### src/rtl/mtr_spd_ramp_if.sv
// Speed ramp bus: command/mode inputs from the control loop and the ramped
// speeds back to the motor driver.
//   moving        1 = track commands, 0 = brake to zero
//   e_stop        emergency stop, level-sensitive
//   lft/rght_spd_cmd  raw signed speed commands
//   lft/rght_spd      ramped, clamped signed speeds (registered in the ramp)
//   at_target     outputs have settled
interface mtr_spd_ramp_if;
    localparam int unsigned SPD_W = 11;

    logic                    moving;
    logic                    e_stop;
    logic signed [SPD_W-1:0] lft_spd_cmd;
    logic signed [SPD_W-1:0] rght_spd_cmd;
    logic signed [SPD_W-1:0] lft_spd;
    logic signed [SPD_W-1:0] rght_spd;
    logic                    at_target;

    // Control loop side
    modport master (
        output moving, e_stop, lft_spd_cmd, rght_spd_cmd,
        input  lft_spd, rght_spd, at_target
    );

    // Ramp block side
    modport slave (
        input  moving, e_stop, lft_spd_cmd, rght_spd_cmd,
        output lft_spd, rght_spd, at_target
    );
endinterface

### src/rtl/mtr_spd_ramp.sv
// Slew-rate limiter and saturator ahead of the motor driver.
// Ports:
//   clk    system clock
//   rst_n  asynchronous active-low reset (zeroes outputs immediately)
//   bus    mtr_spd_ramp_if.slave: moving/e_stop/commands in, ramped speeds
//          and at_target out
// Outputs move only on ramp ticks (every TICK_DIV clocks) by at most STEP
// (running) or BRK_STEP (braking); e_stop zeroes them on the next edge.
module mtr_spd_ramp #(
    parameter int unsigned TICK_DIV = 1024,
    parameter int unsigned STEP     = 8,
    parameter int unsigned BRK_STEP = 32,
    parameter int unsigned MAX_MAG  = 1000
) (
    input  logic           clk,
    input  logic           rst_n,
    mtr_spd_ramp_if.slave  bus
);
    localparam int unsigned SPD_W = 11;
    localparam int unsigned DIF_W = SPD_W + 1;
    localparam int unsigned CNT_W = $clog2(TICK_DIV);

    localparam logic signed [DIF_W-1:0] MAG_POS  = DIF_W'(MAX_MAG);
    localparam logic signed [DIF_W-1:0] MAG_NEG  = -MAG_POS;
    localparam logic        [DIF_W-1:0] RUN_STEP = DIF_W'(STEP);
    localparam logic        [DIF_W-1:0] BRK_STP  = DIF_W'(BRK_STEP);
    localparam logic        [CNT_W-1:0] CNT_LAST = CNT_W'(TICK_DIV - 1);

    typedef enum logic [1:0] {
        IDLE  = 2'd0,
        RUN   = 2'd1,
        BRAKE = 2'd2
    } state_e;

    // Saturate a raw command to +/-MAX_MAG; widened first so -1024 is handled.
    function automatic logic signed [SPD_W-1:0] clamp_cmd(
        input logic signed [SPD_W-1:0] cmd
    );
        logic signed [DIF_W-1:0] cmd_x;
        logic signed [DIF_W-1:0] res;
        cmd_x = $signed({cmd[SPD_W-1], cmd});
        if (cmd_x > MAG_POS) begin
            res = MAG_POS;
        end else if (cmd_x < MAG_NEG) begin
            res = MAG_NEG;
        end else begin
            res = cmd_x;
        end
        return SPD_W'(res);
    endfunction

    // Move cur toward tgt by at most stp; diff is 12-bit so it cannot overflow.
    function automatic logic signed [SPD_W-1:0] step_to(
        input logic signed [SPD_W-1:0] cur,
        input logic signed [SPD_W-1:0] tgt,
        input logic        [DIF_W-1:0] stp
    );
        logic signed [DIF_W-1:0] diff;
        logic        [DIF_W-1:0] mag;
        logic signed [SPD_W-1:0] res;
        diff = $signed({tgt[SPD_W-1], tgt}) - $signed({cur[SPD_W-1], cur});
        mag  = diff[DIF_W-1] ? DIF_W'(-diff) : DIF_W'(diff);
        if (mag <= stp) begin
            res = tgt;
        end else if (diff[DIF_W-1]) begin
            res = cur - $signed(SPD_W'(stp));
        end else begin
            res = cur + $signed(SPD_W'(stp));
        end
        return res;
    endfunction

    state_e                  state_q, state_d;
    logic [CNT_W-1:0]        cnt_q, cnt_d;
    logic signed [SPD_W-1:0] lft_spd_q, lft_spd_d;
    logic signed [SPD_W-1:0] rght_spd_q, rght_spd_d;
    logic signed [SPD_W-1:0] lft_tgt_c, rght_tgt_c;
    logic                    tick_c;

    assign tick_c     = (cnt_q == CNT_LAST);
    assign lft_tgt_c  = clamp_cmd(bus.lft_spd_cmd);
    assign rght_tgt_c = clamp_cmd(bus.rght_spd_cmd);

    // Next-state, tick counter and ramp step
    always_comb begin
        state_d    = state_q;
        cnt_d      = tick_c ? '0 : cnt_q + CNT_W'(1);
        lft_spd_d  = lft_spd_q;
        rght_spd_d = rght_spd_q;

        if (bus.e_stop) begin
            state_d    = IDLE;
            lft_spd_d  = '0;
            rght_spd_d = '0;
        end else begin
            unique case (state_q)
                IDLE: begin
                    lft_spd_d  = '0;
                    rght_spd_d = '0;
                    if (bus.moving) state_d = RUN;
                end
                RUN: begin
                    if (tick_c) begin
                        lft_spd_d  = step_to(lft_spd_q,  lft_tgt_c,  RUN_STEP);
                        rght_spd_d = step_to(rght_spd_q, rght_tgt_c, RUN_STEP);
                    end
                    if (!bus.moving) state_d = BRAKE;
                end
                BRAKE: begin
                    if (tick_c) begin
                        lft_spd_d  = step_to(lft_spd_q,  '0, BRK_STP);
                        rght_spd_d = step_to(rght_spd_q, '0, BRK_STP);
                    end
                    // Leave for IDLE only once both outputs have already reached 0
                    if (bus.moving) begin
                        state_d = RUN;
                    end else if (lft_spd_q == '0 && rght_spd_q == '0) begin
                        state_d = IDLE;
                    end
                end
                default: begin
                    state_d    = IDLE;
                    lft_spd_d  = '0;
                    rght_spd_d = '0;
                end
            endcase
        end
    end

    // State and output registers
    always_ff @(posedge clk or negedge rst_n) begin
        if (!rst_n) begin
            state_q    <= IDLE;
            cnt_q      <= '0;
            lft_spd_q  <= '0;
            rght_spd_q <= '0;
        end else begin
            state_q    <= state_d;
            cnt_q      <= cnt_d;
            lft_spd_q  <= lft_spd_d;
            rght_spd_q <= rght_spd_d;
        end
    end

    assign bus.lft_spd   = lft_spd_q;
    assign bus.rght_spd  = rght_spd_q;
    assign bus.at_target = (state_q == IDLE) ||
                           (state_q == RUN && lft_spd_q == lft_tgt_c &&
                            rght_spd_q == rght_tgt_c);
endmodule

### src/flat_wrapper.sv
// flat-port wrapper written by rule: the top's interface ports become plain ports
module mtr_spd_ramp_flat 
#(
    parameter int unsigned TICK_DIV = 1024,
    parameter int unsigned STEP     = 8,
    parameter int unsigned BRK_STEP = 32,
    parameter int unsigned MAX_MAG  = 1000
)
  (clk, rst_n, bus_moving, bus_e_stop, bus_lft_spd_cmd, bus_rght_spd_cmd, bus_lft_spd, bus_rght_spd, bus_at_target);
  mtr_spd_ramp_if bus_i ();
  input  logic clk;
  input  logic rst_n;
  input wire logic [$bits(bus_i.moving)-1:0] bus_moving;
  input wire logic [$bits(bus_i.e_stop)-1:0] bus_e_stop;
  input wire logic [$bits(bus_i.lft_spd_cmd)-1:0] bus_lft_spd_cmd;
  input wire logic [$bits(bus_i.rght_spd_cmd)-1:0] bus_rght_spd_cmd;
  output wire logic [$bits(bus_i.lft_spd)-1:0] bus_lft_spd;
  output wire logic [$bits(bus_i.rght_spd)-1:0] bus_rght_spd;
  output wire logic [$bits(bus_i.at_target)-1:0] bus_at_target;
  assign bus_i.moving = bus_moving;
  assign bus_i.e_stop = bus_e_stop;
  assign bus_i.lft_spd_cmd = bus_lft_spd_cmd;
  assign bus_i.rght_spd_cmd = bus_rght_spd_cmd;
  assign bus_lft_spd = bus_i.lft_spd;
  assign bus_rght_spd = bus_i.rght_spd;
  assign bus_at_target = bus_i.at_target;
  mtr_spd_ramp #(.TICK_DIV(TICK_DIV), .STEP(STEP), .BRK_STEP(BRK_STEP), .MAX_MAG(MAX_MAG)) u_core (.clk(clk), .rst_n(rst_n), .bus(bus_i));
endmodule
### config.mk
export PLATFORM = sky130hd
export DESIGN_NAME = mtr_spd_ramp_flat
export DESIGN_NICKNAME = d
export VERILOG_FILES = /design/src/rtl/mtr_spd_ramp_if.sv /design/src/rtl/mtr_spd_ramp.sv /design/src/flat_wrapper.sv
export SDC_FILE = /design/constraint.sdc
export NUM_CORES = 1
export LEC_CHECK = 0
export CORE_MARGIN = 2
export CORE_UTILIZATION = 61
export DETAILED_ROUTE_END_ITERATION = 10
export MAX_ROUTING_LAYER = met4
export PLACE_DENSITY = 0.88
export SLEW_MARGIN = 20
export SYNTH_ARGS = -nofsm -noshare
export SYNTH_HDL_FRONTEND = slang
export SYNTH_SLANG_ARGS = --single-unit
### constraint.sdc
create_clock -name clk -period 4.91 [get_ports clk]
set_clock_uncertainty 0.05 [all_clocks]
set_input_delay 1.2275 -clock clk [delete_from_list [all_inputs] [get_ports clk]]
set_output_delay 1.2275 -clock clk [all_outputs]
set_load 0.02 [all_outputs]
==> results.md, run 1 <==
- Run status: stopped before the end
- Last stage reached: global routing
- Stop err: [ERROR GRT-0232] Routing congestion too high. Check the congestion heatmap in the GUI.
- Routability cong.: 1.019
- Largest net degree at the start of global routing: 35
- Cell variety after synth: 86
- Top cells by area, synth: dfrtp_1 15%, ha_1 12%, xnor2_1 6.0%
- Die Wd: 102.0 um
- Gr usage total: 0.7011
- FP Rows: 35
- Async set-reset flop share out of synthesis: 1.000
- Syn nets: 844
- EDFF count, synth: 0
- Root Buffer: clkbuf_8
- Die Height: 102.0 um
- Number of I/O pins: 49
- CTS H-tree lvls: 2
- Top FF cell, synth: dfrtp_1
- Synth warnings: 0
- Seq/Total Area, Yosys: 0.1454
- CTS Sinks: 34
- Commonest cells post-synth: 66 x nand2_1, 62 x inv_1, 54 x ha_1, 47 x nor2_1
- Seq cells post-synth: 34
- CTS Hold Buffers Added: 0
- Overflow after GRT: 3
- Cell taking the most area after synthesis: dfrtp_1
- Synth Instances: 758
- Port bufs: 48
- Avg Cell Area, Syn: 7.722 um2
- Num CTS Buffers: 5
- Mapped cell area: 0.005853 mm2
- WEP type: sequential cell input
- Worst Endpoint after GRT Repair: u_core.bus.rght_spd[1]$_DFFE_PN0P_/D
- Top-area cell type share of the netlist area: 0.1454
- Worst-case clock buffer depth: 2
- Initial Util: 0.6305
- Most common cell in the synthesized netlist: nand2_1
- Detailed Place HPWL: 15440 um
-- logic make-up after synthesis --
family	Yosys count	share of synthesized area
DFF	34	0.1454
xor gates and xnor gates	59	0.09149
AOI/OAI and AO/OA	229	0.2886
adders and majority gates	60	0.1360
buffers and inverters	99	0.07118
and+or+nand+nor	260	0.2377
muxes	17	0.02971
-- per-layer routing --
metal / overflow / GRT usage
met1: 0 / 0.6611
met5: - / -
met2: 1 / 0.9069
met3: 0 / 0.5021
met4: 2 / 0.6790
-- through the flow --
| step | util | std cells | hold WS, ns | instance area [um2] | setup slack [ns] |
|---|---|---|---|---|---|
| detailed placement | 0.8197 | 1049 | 0.4273 | 7610 | -1.071 |
| floorplan | - | 758 | 0.3958 | 6005 | -0.2283 |
| CTS | 0.8871 | 1093 | 0.4361 | 8235 | -0.2999 |
| global placement | 0.8197 | 1049 | 0.4151 | 7610 | -0.8315 |
-- repair_timing --
item	CTS
resized for setup	133
pin swaps	46
gates cloned	0
endpoints found under the setup margin	23
setup buffers	37
hold endpoints to repair	0
==> inputs of run 2 (changes only) <==
--- a/config.mk
+++ b/config.mk
@@ -6,10 +6,9 @@
 export NUM_CORES = 1
 export LEC_CHECK = 0
 export CORE_MARGIN = 2
-export CORE_UTILIZATION = 61
+export CORE_UTILIZATION = 40
 export DETAILED_ROUTE_END_ITERATION = 10
-export MAX_ROUTING_LAYER = met4
-export PLACE_DENSITY = 0.88
+export PLACE_DENSITY_LB_ADDON = 0.15
 export SLEW_MARGIN = 20
 export SYNTH_ARGS = -nofsm -noshare
 export SYNTH_HDL_FRONTEND = slang
==> results.md, run 2 <==
- Cell variety after synth: 86 (unchanged)
- Post-synthesis mux area share: 0.02971 (unchanged)
- Least-Margin Pin Slew: 0.8249 ns
- Synth Area in XOR/XNOR: 0.09149 (unchanged)
- Final Cycle Share: 1.044
- Worst Hold Launch: u_core.cnt_q[0]$_DFF_PN0_
- Async set-reset flop share out of synthesis: 1.000 (unchanged)
- Min cycle time layout: 5.128 ns
- Hold/Removal Path Class: reg -> reg
- Skew-Pair Late Insertion Delay: 0.28 ns
- EDFF count, synth: 0 (unchanged)
- Fin area: 0.008890 mm2
- Avg Cell Area, Syn: 7.722 um2 (unchanged)
- Worst setup SP type: input port
- Worst-case clock buffer depth: 2 (unchanged)
- CTS Hold Buffers Added: 0 (unchanged)
- Crit-path cells: buf_6 -> inv_4 -> nand3_4 -> o41ai_4 -> ha_4 -> inv_4 -> and3_4 -> ha_1 -> and2b_2 -> buf_4 -> buf_4 -> o2111a_1 -> o21ai_0 -> buf_4 -> a211oi_4 -> buf_4 -> a31o_2 -> o211a_1 -> or4_4 -> buf_8 -> mux2i_1 -> o21ai_1
- Combinational family with the most area after synthesis: compound AO/OA/AOI/OAI gates
- ANT cells: 0
- Setup tns final: -2.198 ns
- CTS Sinks: 34 (unchanged)
- Final non-filler cell total: 1161
- Avg WL per Cell: 17.10 um
- Synth warnings: 0 (unchanged)
- Most common cell after layout, fill and taps aside: buf_4
- Detailed-router iteration count before antenna repair: 5
- Crit-path max FO: 6
- Slowest stage delay, CP: 0.59 ns
- Top delay family on crit path: compound AO/OA/AOI/OAI gates
- Leakage: 4.021 nW
- Vias in the first global route: 6603
- Drt drc: 0
- Die Wd: 125.0 um (+23%)
- Die Height: 125.0 um (+23%)
- Slew headroom: 0.4501
- Num CTS Buffers: 5 (unchanged)
- Area grow syn2layout: 51.88%
- Share of cells above drive strength 1: 0.3838
- # nets final: 1062
- FP Rows: 44 (+26%)
- Hold EP: u_core.cnt_q[0]$_DFF_PN0_
- Die ar.: 0.01562 mm2
- Port bufs: 48 (unchanged)
- ANT nets after route: 0
- Initial antenna violation count: 0
- Cell taking the most area after synthesis: dfrtp_1
- R2r setup slk: 0.96 ns
- Root Buffer: clkbuf_16
- Post-Synth Simple-Gate Area: 0.2377 (unchanged)
- Critical path buffer and inverter count: 8
- Worst hold path depth: 1
- Most common cell in the synthesized netlist: nand2_1
- Hold slack: 0.4382 ns
- Power per cell area: 218.6 mW/mm2
- Gr usage total: 0.2454
- First-pass GRT wire length: 32220 um
- Final Core Density: 0.6163
- WS Path Type: in -> reg
- RSZ-0062 raised after global routing: yes
- Routability cong.: 0.9287 (-8.8%)
- Max Freq: 0.1950 GHz
- Worst path arrival time: 5.22 ns
- Most frequent cells in the layout: 181 x buf_4, 61 x nand2_1, 48 x inv_1, 42 x nor2_1, 38 x xnor2_1
- Detailed Place HPWL: 15040 um (-2.6%)
- Fin. Hold Viols: 0
- Slowest cell on the critical path: or4_4
- Reg-to-Reg End: u_core.bus.rght_spd[10]$_DFFE_PN0P_
- Cell Area, Placed: 0.007734 mm2 (+1.6%)
- Peak supply drop: 0.1513 mV
- Reg2reg start: u_core.bus.rght_spd[5]$_DFFE_PN0P_
- Cells after DPL: 1112 (+6.0%)
- Worst Path Required: 5.01 ns
- Worst path most repeated cell: buf_4
- Overflow after GRT: 0
- Seq cells post-synth: 34 (unchanged)
- CP Capture Type: flip-flop
- Initial Util: 0.4058 (-0.2247)
- Run status: finished, violations left
- FF-to-FF path depth: 13
- Syn nets: 844 (unchanged)
- Top cells by area, synth: dfrtp_1 15%, ha_1 12%, xnor2_1 6.0%
- TritonCTS clock tree: built
- Synth Area in Compound Gates: 0.2886 (unchanged)
- Worst Setup SP: bus_rght_spd_cmd[9]
- Top-area cell type share of the netlist area: 0.1454 (unchanged)
- Seq/Total Area, Yosys: 0.1454 (unchanged)
- CTS H-tree lvls: 2 (unchanged)
- Wirelength, routed: 19860 um
- DR vias/cell: 5.710
- Failing checks: negative setup slack
- Via Count: 6629
- Initial detailed-routing violation count: 588
- Mapped cell area: 0.005853 mm2 (unchanged)
- Synth Area in Adders: 0.1360 (unchanged)
- Max-Cap Viols: 0
- Clk slew on worst S/H paths: 0.05 ns
- Setup ws final: -0.2179 ns
- Largest net degree at the start of global routing: 35
- Synth Instances: 758 (unchanged)
- Commonest cells post-synth: 66 x nand2_1, 62 x inv_1, 54 x ha_1, 47 x nor2_1
- Number of I/O pins: 49 (unchanged)
- Top FF cell, synth: dfrtp_1
- CORE AREA: 0.01442 mm2
- Endpoints failing setup: 11
- Final Slew Violations: 0
-- run 2: cell counts after synthesis --
No cell type changed its count.
-- run 2: what timing repair did --
| item | in CTS | in global routing |
|---|---|---|
| pin swaps | 73 | 44 |
| buffers inserted | 31 | 14 |
| setup endpoints to repair | 23 | 23 |
| gates resized for setup | 175 | 72 |
-- run 2: layer usage --
metal / vias to the layer above / routed length (um) / share of wire / GRT usage
met4: 0 / 486 / 0.024 / 0.06797
met3: 35 / 756 / 0.038 / 0.02439
li1: 3225 / - / - / -
met1: 3178 / 8529 / 0.43 / 0.3066
met2: 191 / 10090 / 0.51 / 0.4492
met5: - / 0 / 0 / 0
-- run 2: worst reg2reg max path: stages, from the launching register on --
cell and delay, ns:
dfrtp_1 0.74, inv_1 0.28, ha_1 0.44, nand3_1 0.19
nor4_2 0.38, nor3_2 0.10, buf_4 0.14, xor2_1 0.16
nand3_1 0.09, o211a_1 0.23, or4_4 0.59, buf_8 0.18
mux2i_1 0.16, o21ai_1 0.07
-- run 2: worst max path at each step --
stage / endpoint / slack [ns] / cells after the start
6_report: u_core.bus.rght_spd[10]$_DFFE_PN0P_ / -0.22 / 22
3_5_place_dp: u_core.bus.rght_spd[10]$_DFFE_PN0P_ / -1.05 / 21
2_1_floorplan: u_core.bus.rght_spd[2]$_DFFE_PN0P_ / -0.23 / 21
5_1_grt: u_core.bus.rght_spd[10]$_DFFE_PN0P_ / -0.47 / 25
4_1_cts: u_core.bus.rght_spd[10]$_DFFE_PN0P_ / -0.18 / 22
3_3_place_gp: u_core.bus.rght_spd[1]$_DFFE_PN0P_ / -0.90 / 20
-- run 2: where the power goes --
part           switching (mW)  internal (mW)
registers              0.0200          0.289
clock network           0.119          0.201
logic                   0.675          0.639
total                   0.814           1.13
-- run 2: kinds of logic (layout without fill, tap and decap cells) --
logic type / after synthesis / count (layout)
AO/OA/AOI/OAI: 229 / 229
XOR/XNOR: 59 / 59
adder cells (fa/ha/maj): 60 / 60
buffers and inverters: 99 / 318
flip-flops: 34 / 34
multiplexers: 17 / 17
AND/OR/NAND/NOR: 260 / 260
-- run 2: area by class of cell --
type	count	area (um2)
Clock buffer	7	142.6
Clock inverter	1	5.005
Fill cell	1253	5534
Inverter	63	249.0
Multi-Input combinational cell	625	5369
Sequential cell	34	850.8
Tap cell	184	230.2
Timing Repair Buffer	247	2043
-- run 2: metrics by stage --
stage	power (mW)	setup WS, ns
after floorplan	1.042	-0.2283
after global placement	1.414	-0.9008
after detailed placement	1.446	-1.050
after CTS	1.869	-0.1819
after global routing	2.079	-0.4697
final	1.944	-0.2179
No activity file was read; power rests on OpenSTA's default activity.
